`src/rtl/firefly_swarm_ctrl.sv`:
```
// rtl/firefly_swarm_ctrl.sv - shares one queen flash edge across N sentry outputs in turn.
module firefly_swarm_ctrl #(
    parameter int N_SENTRY  = 4,
    parameter int PULSE_LEN = 15000,
    parameter int GAP_LEN   = 7500,
    parameter int CNT_W     = 14,
    parameter int IDX_W     = 2
) (
    input  logic                clk,
    input  logic                rst_n,
    input  logic                f0,
    input  logic                en,
    output logic [N_SENTRY-1:0] f_out,
    output logic                busy,
    output logic [IDX_W-1:0]    idx,
    output logic                done,
    output logic                overrun
);

    typedef enum logic [1:0] {IDLE, FLASH, GAP} state_t;

    localparam logic [CNT_W-1:0] PULSE_LAST = CNT_W'(PULSE_LEN - 1);
    // GAP is never entered when GAP_LEN is 0, so the terminal count there is a don't-care.
    localparam logic [CNT_W-1:0] GAP_LAST   = CNT_W'((GAP_LEN > 0) ? GAP_LEN - 1 : 0);
    localparam logic [IDX_W-1:0] IDX_LAST   = IDX_W'(N_SENTRY - 1);

    state_t                state, state_nx;
    logic [CNT_W-1:0]      cnt, cnt_nx;
    logic [IDX_W-1:0]      idx_nx;
    logic [N_SENTRY-1:0]   f_out_nx;
    logic                  busy_nx, done_nx, overrun_nx;
    logic                  sync1, sync2, hist;
    logic                  rise;

    assign rise = sync2 & ~hist;

    always_ff @(posedge clk or negedge rst_n) begin
        if (!rst_n) begin
            sync1 <= 1'b0;
            sync2 <= 1'b0;
            hist  <= 1'b0;
        end else begin
            sync1 <= f0;
            sync2 <= sync1;
            hist  <= sync2;
        end
    end

    always_comb begin
        state_nx   = state;
        cnt_nx     = cnt;
        idx_nx     = idx;
        done_nx    = 1'b0;
        overrun_nx = rise & (state != IDLE);
        case (state)
            IDLE: begin
                if (rise && en) begin
                    state_nx = FLASH;
                    cnt_nx   = '0;
                    idx_nx   = '0;
                end
            end
            FLASH: begin
                if (!en) begin
                    state_nx = IDLE;
                    cnt_nx   = '0;
                    idx_nx   = '0;
                end else if (cnt == PULSE_LAST) begin
                    cnt_nx = '0;
                    if (idx == IDX_LAST) begin
                        state_nx = IDLE;
                        idx_nx   = '0;
                        done_nx  = 1'b1;
                    end else if (GAP_LEN == 0) begin
                        idx_nx = idx + 1'b1;
                    end else begin
                        state_nx = GAP;
                    end
                end else begin
                    cnt_nx = cnt + 1'b1;
                end
            end
            GAP: begin
                if (!en) begin
                    state_nx = IDLE;
                    cnt_nx   = '0;
                    idx_nx   = '0;
                end else if (cnt == GAP_LAST) begin
                    state_nx = FLASH;
                    cnt_nx   = '0;
                    idx_nx   = idx + 1'b1;
                end else begin
                    cnt_nx = cnt + 1'b1;
                end
            end
            default: begin
                state_nx = IDLE;
                cnt_nx   = '0;
                idx_nx   = '0;
            end
        endcase
        // Outputs are decoded from the next state so they can be registered without lag.
        f_out_nx = '0;
        if (state_nx == FLASH) begin
            f_out_nx = N_SENTRY'(1) << idx_nx;
        end
        busy_nx = (state_nx != IDLE);
    end

    always_ff @(posedge clk or negedge rst_n) begin
        if (!rst_n) begin
            state   <= IDLE;
            cnt     <= '0;
            idx     <= '0;
            f_out   <= '0;
            busy    <= 1'b0;
            done    <= 1'b0;
            overrun <= 1'b0;
        end else begin
            state   <= state_nx;
            cnt     <= cnt_nx;
            idx     <= idx_nx;
            f_out   <= f_out_nx;
            busy    <= busy_nx;
            done    <= done_nx;
            overrun <= overrun_nx;
        end
    end

endmodule

```
`config.mk`:
```
export PLATFORM = sky130hd
export DESIGN_NAME = firefly_swarm_ctrl
export DESIGN_NICKNAME = d
export VERILOG_FILES = /design/src/rtl/firefly_swarm_ctrl.sv
export SDC_FILE = /design/constraint.sdc
export NUM_CORES = 1
export LEC_CHECK = 0
export ABC_AREA = 1
export ABC_CLOCK_PERIOD_IN_PS = 2600
export BUFFER_PORTS_ARGS = -buffer_cell sky130_fd_sc_hd__buf_4
export CORE_ASPECT_RATIO = 1.1
export CORE_MARGIN = 2
export CORE_UTILIZATION = 60
export CTS_CLUSTER_SIZE = 40
export DETAILED_ROUTE_END_ITERATION = 10
export PLACE_DENSITY = 0.85
export SYNTH_ARGS = -nofsm -noshare
export SYNTH_HDL_FRONTEND = slang
export SYNTH_SLANG_ARGS = --single-unit
```
`constraint.sdc`:
```
create_clock -name clk -period 2.6 [get_ports clk]
set_input_delay 0.26 -clock clk [delete_from_list [all_inputs] [get_ports clk]]
set_output_delay 0.26 -clock clk [all_outputs]
set_load 0.05 [all_outputs]
```
After elaboration in Yosys (flattened, before gate mapping):

Cells that the tools add are included.

* multiplexer cells: 25
* reductions and logical operators: 4
* shifts and indexed selects: 1
* equality and inequality tests: 7
* add/sub/neg operators: 2
* bitwise operators: 3

Operator list (number)
* $mux W14: 5
* $pmux W14 S3: 1
* $mux W2: 12
* $add A14 B1 Y14 const B: 1
* $eq A14 B13 Y1 const B: 1
* $eq A14 B14 Y1 const B: 1
* $pmux W2 S3: 2
* $eq A2 B1 Y1 const B: 2
* $eq A2 B2 Y1 const B: 2
* $mux W1: 4
* $mux W4: 1
* $reduce_bool A2 Y1: 2
* $shl A1 B2 Y4 const A: 1
* $add A2 B1 Y2 const B: 1
* $and A1 B1 Y1: 2
* $logic_not A2 Y1: 1
* $ne A2 B2 Y1 const B: 1
* $logic_and A1 B1 Y1: 1
* $not A1 Y1: 1

* flip-flop bits (word level): 28
* input bits: 4
* logic and storage cells: 52

Depth between registers and ports, before layout:

Gate-level depths: netlist of the first run.

* depth after elaboration: 7
* depth in mapped cells: 13

Worst setup path after synthesis of the first run:

No wires, ideal clock.

* path type: flip-flop to flip-flop
* start: register idx[0]
* end: register f_out[1]
* path slack: 947 ps
* stages on the path, launching flop included: 9
* required time: 2481 ps
* arrival: 1533 ps
* period minus slack after synthesis: 1653 ps
* cells stage by stage: dfrtp_1 -> inv_1 -> ha_1 -> nand3_1 -> nand4_1 -> nand3b_1 -> inv_1 -> nand2_1 -> nor2_1

* word-level cells in the longest chain between the ends: 7

RTL lines
* start, declared: RTL line 15 `output logic [IDX_W-1:0] idx,`
* start signal, assigned: RTL line 122 `idx <= idx_nx;`
* $eq A2 B2 Y1: RTL line 70 `if (idx == IDX_LAST) begin`
* $mux W2: RTL line 70
* $mux W2: RTL line 68 `end else if (cnt == PULSE_LAST) begin`
* $mux W2: RTL line 64 `if (!en) begin`
* $pmux W2 S3: RTL line 55 `case (state)`
* $eq A2 B1 Y1 / $shl A1 B2 Y4 (equally long branches): RTL line 104, 105
* $mux W4 (*): RTL line 104 `if (state_nx == FLASH) begin`
* net f_out_nx[1]: RTL line 30 `logic [N_SENTRY-1:0] f_out_nx;`
* end signal, assigned: RTL line 123 `f_out <= f_out_nx;`
* end, declared: RTL line 13 `output logic [N_SENTRY-1:0] f_out,`

The timed path passes the listed nets; every way through them passes the cells marked *.
A chain may end at the register's enable or synchronous reset.

Final worst setup path of the first run:

* start: register state[0]
* end: register cnt[12]

* word-level cells in the longest chain between the ends: 2

RTL lines
* start, declared: RTL line 27 `state_t state, state_nx;`
* start signal, assigned: RTL line 120 `state <= state_nx;`
* $eq A2 B2 Y1 (tied with other cells): RTL line 55
* $pmux W14 S3 / $ne A2 B2 Y1 (equally long branches)
* end signal, assigned: RTL line 121 `cnt <= cnt_nx;`
* end, declared: RTL line 28 `logic [CNT_W-1:0] cnt, cnt_nx;`

Several ways; a longest one is shown, not always the timed one.

==> results of run 1 <==
## metal layers
layer	GRT usage, %	part of all wire [%]	vias up
met2	41.0	49	57
met4	8.21	1.6	0
met1	34.0	44	703
met5	0	0	-
met3	2.75	5.3	8
li1	-	-	740
## power by group through the flow
stage	Clock, µW	Sequential, µW	Combinational (µW)
finish	212	482	303
global route	232	486	335
CTS	217	482	304
detailed placement	0	490	303
global placement	0	487	293
floorplan	0	542	167
## placed cells by master (no fill, tap or decap), types with 5 or more instances in the layout
master / Yosys / final
nand2_1: 50 / 50
dfrtp_1: 28 / 28
nor2_1: 27 / 27
inv_1: 25 / 25
nand3_1: 18 / 18
buf_4: 1 / 12
nor2_2: 11 / 11
nand2_2: 9 / 9
ha_1: 8 / 8
inv_2: 7 / 7
nand4_1: 7 / 7
nor3_1: 6 / 6
o21ai_0: 5 / 5
## sequential cells by signal, indices dropped and copies added, names as in the netlist
signal / count
cnt: 14
f_out: 4
idx: 2
state: 2
busy: 1
done: 1
hist: 1
overrun: 1
sync1: 1
sync2: 1
## worst paths after layout
check,to,slack (ns),cells past startpoint
setup / recovery,cnt[12]$_DFFE_PN0P_,0.74,9
hold / removal,sync1$_DFF_PN0_,0.03,1
setup reg to reg,cnt[12]$_DFFE_PN0P_,0.74,9
hold reg to reg,sync2$_DFF_PN0_,0.37,0
max in group asynchronous,cnt[0]$_DFFE_PN0P_,1.98,2
min in group asynchronous,cnt[10]$_DFFE_PN0P_,0.36,2
## metrics by stage
| stage | worst slack [ns] | hold slack (ns) |
|---|---|---|
| finish | 0.736 | 0.0311 |
| global route | 0.582 | 0.0156 |
| CTS | 0.762 | 0.0245 |
| detailed placement | 0.780 | 0.198 |
| global placement | 0.884 | 0.193 |
| floorplan | 0.947 | -0.0356 |
## cell families after synthesis
group | after synthesis
xor gates and xnor gates | 1
buffers and inverters | 34
adders and majority gates | 8
and+or+nand+nor | 138
DFF | 28
AOI/OAI and AO/OA | 14
## cell type report
type                    count  area, µm²  area share (%)
clock buffers               4       36.3            1.95
inverters                  32        120            6.47
multi-input cells         161        858            46.2
flip-flops and latches     28        701            37.7
well taps                  33       41.3            2.22
repair buffers             13        100            5.39
## what timing repair did
action / in CTS / in global routing
hold endpoints to repair: 28 / 0
hold buffers: 1 / 0
resized for setup: 0 / 0
==> results.toml, run 1 <==
[timing]
slew_headroom_pct = 76.4
setup_viol = 0
fmax_ghz = 0.537
clock_skew_ns = 0.00315
rsz0062_at_grt = "no"
period_needed_ns = 1.86
finalCritPeriodShare_pct = 71.7
slew_violations = 0
hold_violations = 0
tightest_slew_ns = 0.354
finalSetupTns_ns = 0

[cells_and_area]
nFillCells = 234
final_cell_count_no_fill = 271
n_antenna_cell = 0
finalNetCount = 251
syn_to_final_growth_pct = 9.76
finish.utilization_pct = 68.1
final_area_mm2 = 0.00186
drive_above_1_share_pct = 21.0

[critical_path]
crit_path_start_kind = "flop"
crit_path_max_fanout = 15
crit_type = "flop to flop"
path_buf_inv = 1
crit_path_start = "state[0]$_DFF_PN0_"
crit_path_end_kind = "flop"
worst_ep_required_time_ns = 2.87
reg2reg_from = "state[0]$_DFF_PN0_"
path_common_cell = "nand2_2"
cp_slowest_cell = "dfrtp_1"
arrival_ns = 2.14
critPathTopFamily = "simple AND/OR/NAND/NOR gates"
crit_chain = "inv_1, ha_1, nand2_2, nand2_2, nor2_2, nand3_1, nor3_1, o21ai_0, nor2_1"
slowest_delay_ns = 0.44

[clocking]
cts-root-buf = "clkbuf_4"
cts_tree = "built"
clk_pin_slew_ns = 0.15
post_cts_buffers = 0
clkLatencyLatePin_ns = 0.32
h-tree-depth = 1
cts.sinks = 28
cts_buffer_depth = 2
numCtsBuffers = 3

[global_route]
gr-total-overflow = 0
grt_usage_pct = 24.9
antenna_found_initial = 0
grt_pass1_vias = 1353
grt_pass1_wl_um = 5890
grt_max_degree = 29

[yosys]
synth-compound-area-share_pct = 4.73
async_flop_share_pct = 100
synth_xor_area_share_pct = 0.518
synth_top_cells_by_count = "50 x nand2_1, 28 x dfrtp_1, 27 x nor2_1, 25 x inv_1, 18 x nand3_1"
synthTopCellsByArea = "dfrtp_1 41%, nand2_1 11%, nor2_1 6.0%"
synth_top_family_by_area = "simple AND/OR/NAND/NOR gates"
synth.avg_cell_area_um2 = 7.59
synth_cell_types = 26
synth_area_leader_cell = "dfrtp_1"
synth-adder-area-share_pct = 5.92
synth.most_common_cell = "nand2_1"
syn_area_mm2 = 0.00169
ys_ff_latch = 28
synthMuxAreaShare_pct = 0
yosys.area_share.simple_pct = 39.6
seq_area_frac_synth_pct = 41.4
yosysTopAreaCellShare_pct = 41.4
syn_inst = 223
ys.flop_type = "dfrtp_1"
syn-num-nets = 235
yosysWarnings = 0
synth_edf_count = 0

[floorplanning]
die_area_mm2 = 0.00326
coreArea_mm2 = 0.00273
num_io_pins = 13
dieHeight_um = 59.7
die_w_um = 54.6
floorplan.rows = 20
start_util_pct = 62.0

[routing]
dr.pass1.iters = 4
wl_um = 3570
drc = 0
wl_per_cell_um = 13.2
antenna_left = 0
vias_per_cell = 5.56
num_vias = 1508
dr.first_iter.drc_count = 56

[power_and_ir_drop]
vdd_drop_max_uv = 369
swShare_pct = 36.7
pwr-share-comb_pct = 30.4
p_int_uw = 631
switching_power_uw = 366
power.total_uw = 997
power_frac_seq_pct = 48.3
leakagePower_uw = 0.000925
p_per_area_mw_per_mm2 = 537
clockPowerShare_pct = 21.3

[run]
maxCapViolCount = 0

[placed_design]
dp_hpwl_um = 2720
dp_cells = 266
gp_congestion = 0.899
port-buffer-count = 12
postPlaceCellArea_mm2 = 0.00181

[outcome]
status = "completed"

[min_path]
min_from = "f0"
hold_path.class = "input port to flop"
Note: power is estimated with default switching activity, not from simulation.
==> run 2, diff against run 1 <==
Settings changed: ABC_AREA 1 to 0, ABC_CLOCK_PERIOD_IN_PS 2600 to 1750, CORE_UTILIZATION 60 to 58, PLACE_DENSITY 0.85 to 0.83.
Clock period 2.6 ns to 1.75 ns, I/O delays scaled along.
==> results.toml, run 2 <==
[clocking]
cts_tree = "built"
h-tree-depth = 1
cts-root-buf = "clkbuf_4"
clk_pin_slew_ns = 0.14
clkLatencyLatePin_ns = 0.33
cts.sinks = 28
cts_buffer_depth = 2
numCtsBuffers = 3

[routing]
vias_per_cell = 5.81
drc = 0
antenna_left = 0
wl_um = 3470
dr.first_iter.drc_count = 29
num_vias = 1307
dr.pass1.iters = 4
wl_per_cell_um = 15.4

[yosys]
ys.flop_type = "dfrtp_1"
synthTopCellsByArea = "dfrtp_1 46%, ha_1 6.6%, nor2_1 3.9%"
syn-num-nets = 158
ys_ff_latch = 28
synth.most_common_cell = "dfrtp_1"
synth_edf_count = 0
seq_area_frac_synth_pct = 45.9
synth.avg_cell_area_um2 = 10.5
synth_top_cells_by_count = "28 x dfrtp_1, 16 x nor2_1, 10 x inv_1, 9 x nand2_1, 8 x ha_1"
yosysTopAreaCellShare_pct = 45.9
synth_cell_types = 43
syn_area_mm2 = 0.00153
synth_area_leader_cell = "dfrtp_1"
syn_inst = 146
yosysWarnings = 0
async_flop_share_pct = 100

[critical_path]
crit_path_max_fanout = 6
arrival_ns = 2.34
reg2reg_slack_ns = -0.35
worst_ep_required_time_ns = 1.98
reg2reg_from = "cnt[0]$_DFFE_PN0P_"
crit_path_end_kind = "flop"
crit_type = "flop to flop"
worst-r2r-cell-count = 7
crit_path_start_kind = "flop"
reg2reg_to = "f_out[3]$_DFF_PN0_"

[floorplanning]
coreArea_mm2 = 0.00250
floorplan.rows = 19
start_util_pct = 61.2
die_w_um = 52.9
die_area_mm2 = 0.00306
num_io_pins = 13
dieHeight_um = 57.8

[cells_and_area]
layout_common_cells = "44 x buf_4, 28 x dfrtp_1, 16 x nor2_1"
final_common_cell = "buf_4"
n_antenna_cell = 0
largest-register = "cnt"
finish.utilization_pct = 79.9
drive_above_1_share_pct = 34.5
syn_to_final_growth_pct = 30.5
largest_reg_flops = 14
finalNetCount = 208
top_regs = "cnt: 14 flops, f_out: 4 flops"

[global_route]
grt_pass1_vias = 1329
grt_max_degree = 29
grt_pass1_wl_um = 5800
grt_usage_pct = 25.9
gr-total-overflow = 0
antenna_found_initial = 0

[placed_design]
port-buffer-count = 12
dp_hpwl_um = 2480
dp_slack_ns = -0.412
gp_congestion = 0.860

[run]
maxCapViolCount = 0

[timing]
tightest_slew_ns = 0.420
slew_headroom_pct = 71.9
fin_ws_ns = -0.354
finalCritPeriodShare_pct = 120
period_needed_ns = 2.10
clock_skew_ns = 0.0122
fmax_ghz = 0.475
setup_viol = 23
slew_violations = 0
rsz0062_at_grt = "yes"
hold_violations = 0

[power_and_ir_drop]
vdd_drop_max_uv = 477
p_per_area_mw_per_mm2 = 486
leakagePower_uw = 0.000954

[outcome]
violations = "negative setup slack"
status = "finished with violations"

[min_path]
hold_path.class = "input port to asynchronous set/reset pin"
## run 2: changes by cell type after synthesis, moves of 3 or more
cell     before  now
nor3_2        3    0
xnor2_1       0    3
xor2_1        1    6
nand2_2       9    0
nor2b_1       0    4
nand3_1      18    7
inv_1        25   10
inv_2         7    0
nand2_1      50    9
nor2_1       27   16
nor2_2       11    0
nor3_1        6    1
## run 2: repair_timing
| item | 4_1_cts | 5_1_grt |
|---|---|---|
| hold buffers | 2 | 0 |
| resized for setup | 6 | 4 |
| endpoints found under the setup margin | 23 | 24 |
| gates cloned | 0 | 0 |
| hold endpoints to repair | 29 | 0 |
| setup buffers | 6 | 0 |
| pin swaps | 7 | 2 |
## run 2: metal layers
metal / wire length, µm / vias up / track usage, %
li1: - / 625 / -
met1: 1400 / 636 / 29.6
met2: 1820 / 31 / 44.1
met3: 109 / 15 / 5.67
met4: 140 / 0 / 14.3
met5: 0 / - / 0
## run 2: worst max-delay path by stage
stage                       startpoint            endpoint  slack [ns]
CTS                 cnt[9]$_DFFE_PN0P_  f_out[1]$_DFF_PN0_       -0.31
global route        cnt[4]$_DFFE_PN0P_  f_out[2]$_DFF_PN0_       -0.44
global placement    cnt[1]$_DFFE_PN0P_  f_out[1]$_DFF_PN0_       -0.31
detailed placement  cnt[0]$_DFFE_PN0P_  f_out[1]$_DFF_PN0_       -0.41
finish              cnt[0]$_DFFE_PN0P_  f_out[3]$_DFF_PN0_       -0.35
floorplan           cnt[9]$_DFFE_PN0P_  f_out[1]$_DFF_PN0_       -0.25
## run 2: stage by stage
step	std cells	instance area [µm²]	power, µW	setup TNS [ns]	hold WS (ns)
5_1_grt	225	1990	1020	-8.03	0.305
2_1_floorplan	146	1550	687	-3.98	-0.121
4_1_cts	225	1990	978	-4.91	0.280
6_report	225	1990	970	-5.90	0.282
3_5_place_dp	214	1870	718	-6.14	0.110
3_3_place_gp	214	1870	717	-4.53	0.105
## run 2: cells by family (layout without fill, tap and decap cells)
| group | after synthesis | after routing | synth area share (%) |
|---|---|---|---|
| compound gates | 24 | 24 | 12.1 |
| fa+ha+maj | 8 | 8 | 6.55 |
| xor+xnor | 9 | 9 | 5.16 |
| flops | 28 | 28 | 45.9 |
| mux | 2 | 2 | 1.31 |
| buf+inv | 12 | 60 | 2.95 |
| simple gates | 63 | 63 | 26.0 |
## run 2: area by class of cell
cell class,count,area (µm²)
multi-input combinational,106,833
inverter,10,37.5
tap,31,38.8
timing repair buffer,47,362
clock buffer,3,22.5
fill,143,502
sequential,28,701
## run 2: power breakdown
group          switching, µW  internal, µW  total, µW  leakage [µW]
combinational           35.8          22.9       58.7      0.000556
clock                    177          80.8        258     0.0000138
sequential              1.79           651        653      0.000384
total                    215           755        970      0.000954
## run 2: critical path: stages (launching register included)
cell and delay (ns):
dfrtp_1 0.42, ha_4 0.15, nand4b_1 0.23, nor4_4 0.41, buf_4 0.19, a221o_1 0.19
o311ai_4 0.17, nor4b_1 0.28
==> run 3, diff against run 2 <==
Settings changed: CORE_ASPECT_RATIO 1.1 to not set.
==> results.toml, run 3 (synthesized netlist as in run 2, its figures left out) <==
[timing]
period_needed_ns = 2.23
setup_viol = 23
fin_ws_ns = -0.476
slew_violations = 0
fmax_ghz = 0.449
hold_violations = 0
clock_skew_ns = 0.00728
tightest_slew_ns = 0.420
finalCritPeriodShare_pct = 127
holdWs_ns = 0.291
rsz0062_at_grt = "yes"
slew_headroom_pct = 71.9

[routing]
dr.pass1.iters = 4
vias_per_cell = 6.18
drc = 0
antenna_left = 0
wl_per_cell_um = 18.7
num_vias = 1421
dr.first_iter.drc_count = 75
wl_um = 4300

[cells_and_area]
largest-register = "cnt"
syn_to_final_growth_pct = 37.2
multi_input_area_um2 = 890
n_antenna_cell = 0
drive_above_1_share_pct = 40.0
layout_common_cells = "48 x buf_4, 28 x dfrtp_1, 16 x nor2_1"
largest_reg_flops = 14
finalNetCount = 214
final_common_cell = "buf_4"
final_cell_count_no_fill = 230
seqCellArea_um2 = 701
top_regs = "cnt: 14 flops, f_out: 4 flops"
nFillCells = 137

[placed_design]
gp_congestion = 0.833
port-buffer-count = 12
dp_cells = 215
dp_slack_ns = -0.453
dp_hpwl_um = 2560

[critical_path]
crit_path_max_fanout = 5
crit_chain = "or4b_4, nor4_4, buf_4, a221o_1, o311ai_4, nor4b_2"
arrival_ns = 2.46
critPathTopFamily = "simple AND/OR/NAND/NOR gates"
crit_path_start = "cnt[9]$_DFFE_PN0P_"
reg2reg_slack_ns = -0.48
reg2reg_from = "cnt[9]$_DFFE_PN0P_"
cp.depth = 6
reg2reg_to = "f_out[3]$_DFF_PN0_"
crit_type = "flop to flop"
path_buf_inv = 1
slowest_delay_ns = 0.55
crit_path_end_kind = "flop"
worst-r2r-cell-count = 6
cp_slowest_cell = "or4b_4"
worst_ep_required_time_ns = 1.98
endpoint = "f_out[3]$_DFF_PN0_"
crit_path_start_kind = "flop"

[outcome]
violations = "negative setup slack"
status = "finished with violations"

[global_route]
grt_pass1_wl_um = 6380
grt_max_degree = 29
gr-total-overflow = 0
grt_pass1_vias = 1450
antenna_found_initial = 0
grt_usage_pct = 26.0

[floorplanning]
start_util_pct = 61.7
dieHeight_um = 55.3
floorplan.rows = 18
num_io_pins = 13
coreArea_mm2 = 0.00248
die_w_um = 55.3
die_area_mm2 = 0.00306

[clocking]
cts_buffer_depth = 2
clkLatencyLatePin_ns = 0.33
cts-root-buf = "clkbuf_4"
cts.sinks = 28
numCtsBuffers = 3
h-tree-depth = 1
clk_pin_slew_ns = 0.14
cts_tree = "built"

[power_and_ir_drop]
leakagePower_uw = 0.00101
vdd_drop_max_uv = 458
swShare_pct = 22.7
power_frac_seq_pct = 66.5
switching_power_uw = 223
p_int_uw = 759
clockPowerShare_pct = 26.6
p_per_area_mw_per_mm2 = 469
pwr-share-comb_pct = 7.0
power.total_uw = 982

[run]
maxCapViolCount = 0

[min_path]
hold_path.class = "input port to asynchronous set/reset pin"
## run 3: changes by cell type in the layout (fill, tap and decap cells not counted), moves of 2 or more
| cell | previous run | this run |
|---|---|---|
| o21ai_2 | 0 | 2 |
| buf_4 | 44 | 48 |
| o21ai_0 | 4 | 1 |
| a31oi_1 | 3 | 1 |
## run 3: final cells by class
type	instances	area share, %
multi-input cells	106	42.4
flip-flops and latches	28	33.4
repair buffers	53	19.5
inverters	10	1.79
well taps	30	1.79
clock buffers	3	1.07
## run 3: timing repair
action                                  4_1_cts  5_1_grt
gates cloned                                  1        0
resized for setup                            11       13
endpoints found under the setup margin       23       24
pin swaps                                     7        8
endpoints found under the hold margin        29        0
hold buffers                                  2        0
buffers inserted                              6        3
## run 3: worst min-delay path by stage
stage,endpoint,startpoint,slack (ns),cells after the start
CTS,state[1]$_DFF_PN0_,rst_n,0.28,2
floorplan,busy$_DFF_PN0_,rst_n,-0.12,0
global route,busy$_DFF_PN0_,rst_n,0.31,2
finish,state[1]$_DFF_PN0_,rst_n,0.29,2
global placement,state[1]$_DFF_PN0_,rst_n,0.11,1
detailed placement,state[1]$_DFF_PN0_,rst_n,0.11,1
## run 3: metrics by stage
stage,cell area (µm²),utilization (%),TNS [ns]
2_1_floorplan,1550,-,-3.98
3_3_place_gp,1880,76.1,-4.27
3_5_place_dp,1880,76.1,-6.00
4_1_cts,2000,80.9,-8.27
5_1_grt,2100,84.6,-10.85
6_report,2100,84.6,-8.41
## run 3: per-layer routing
metal	wire length, µm	vias up	GRT usage, %
li1	-	637	-
met1	1630	677	30.0
met2	2200	75	45.9
met3	273	32	3.75
met4	195	0	14.3
met5	0	-	0
## run 3: power by group through the flow
| stage | sequential [µW] | clock, µW | combinational, µW |
|---|---|---|---|
| 3_5_place_dp | 665 | 0 | 54.4 |
| 5_1_grt | 654 | 294 | 75.4 |
| 3_3_place_gp | 665 | 0 | 52.7 |
| 4_1_cts | 653 | 265 | 61.6 |
| 6_report | 653 | 261 | 68.3 |
| 2_1_floorplan | 666 | 0 | 20.2 |
## run 3: worst register-to-register path, cell delays in order (launching register included)
cell and delay [ns]:
dfrtp_1 0.42, or4b_4 0.55, nor4_4 0.32, buf_4 0.20
a221o_1 0.21, o311ai_4 0.17, nor4b_2 0.26
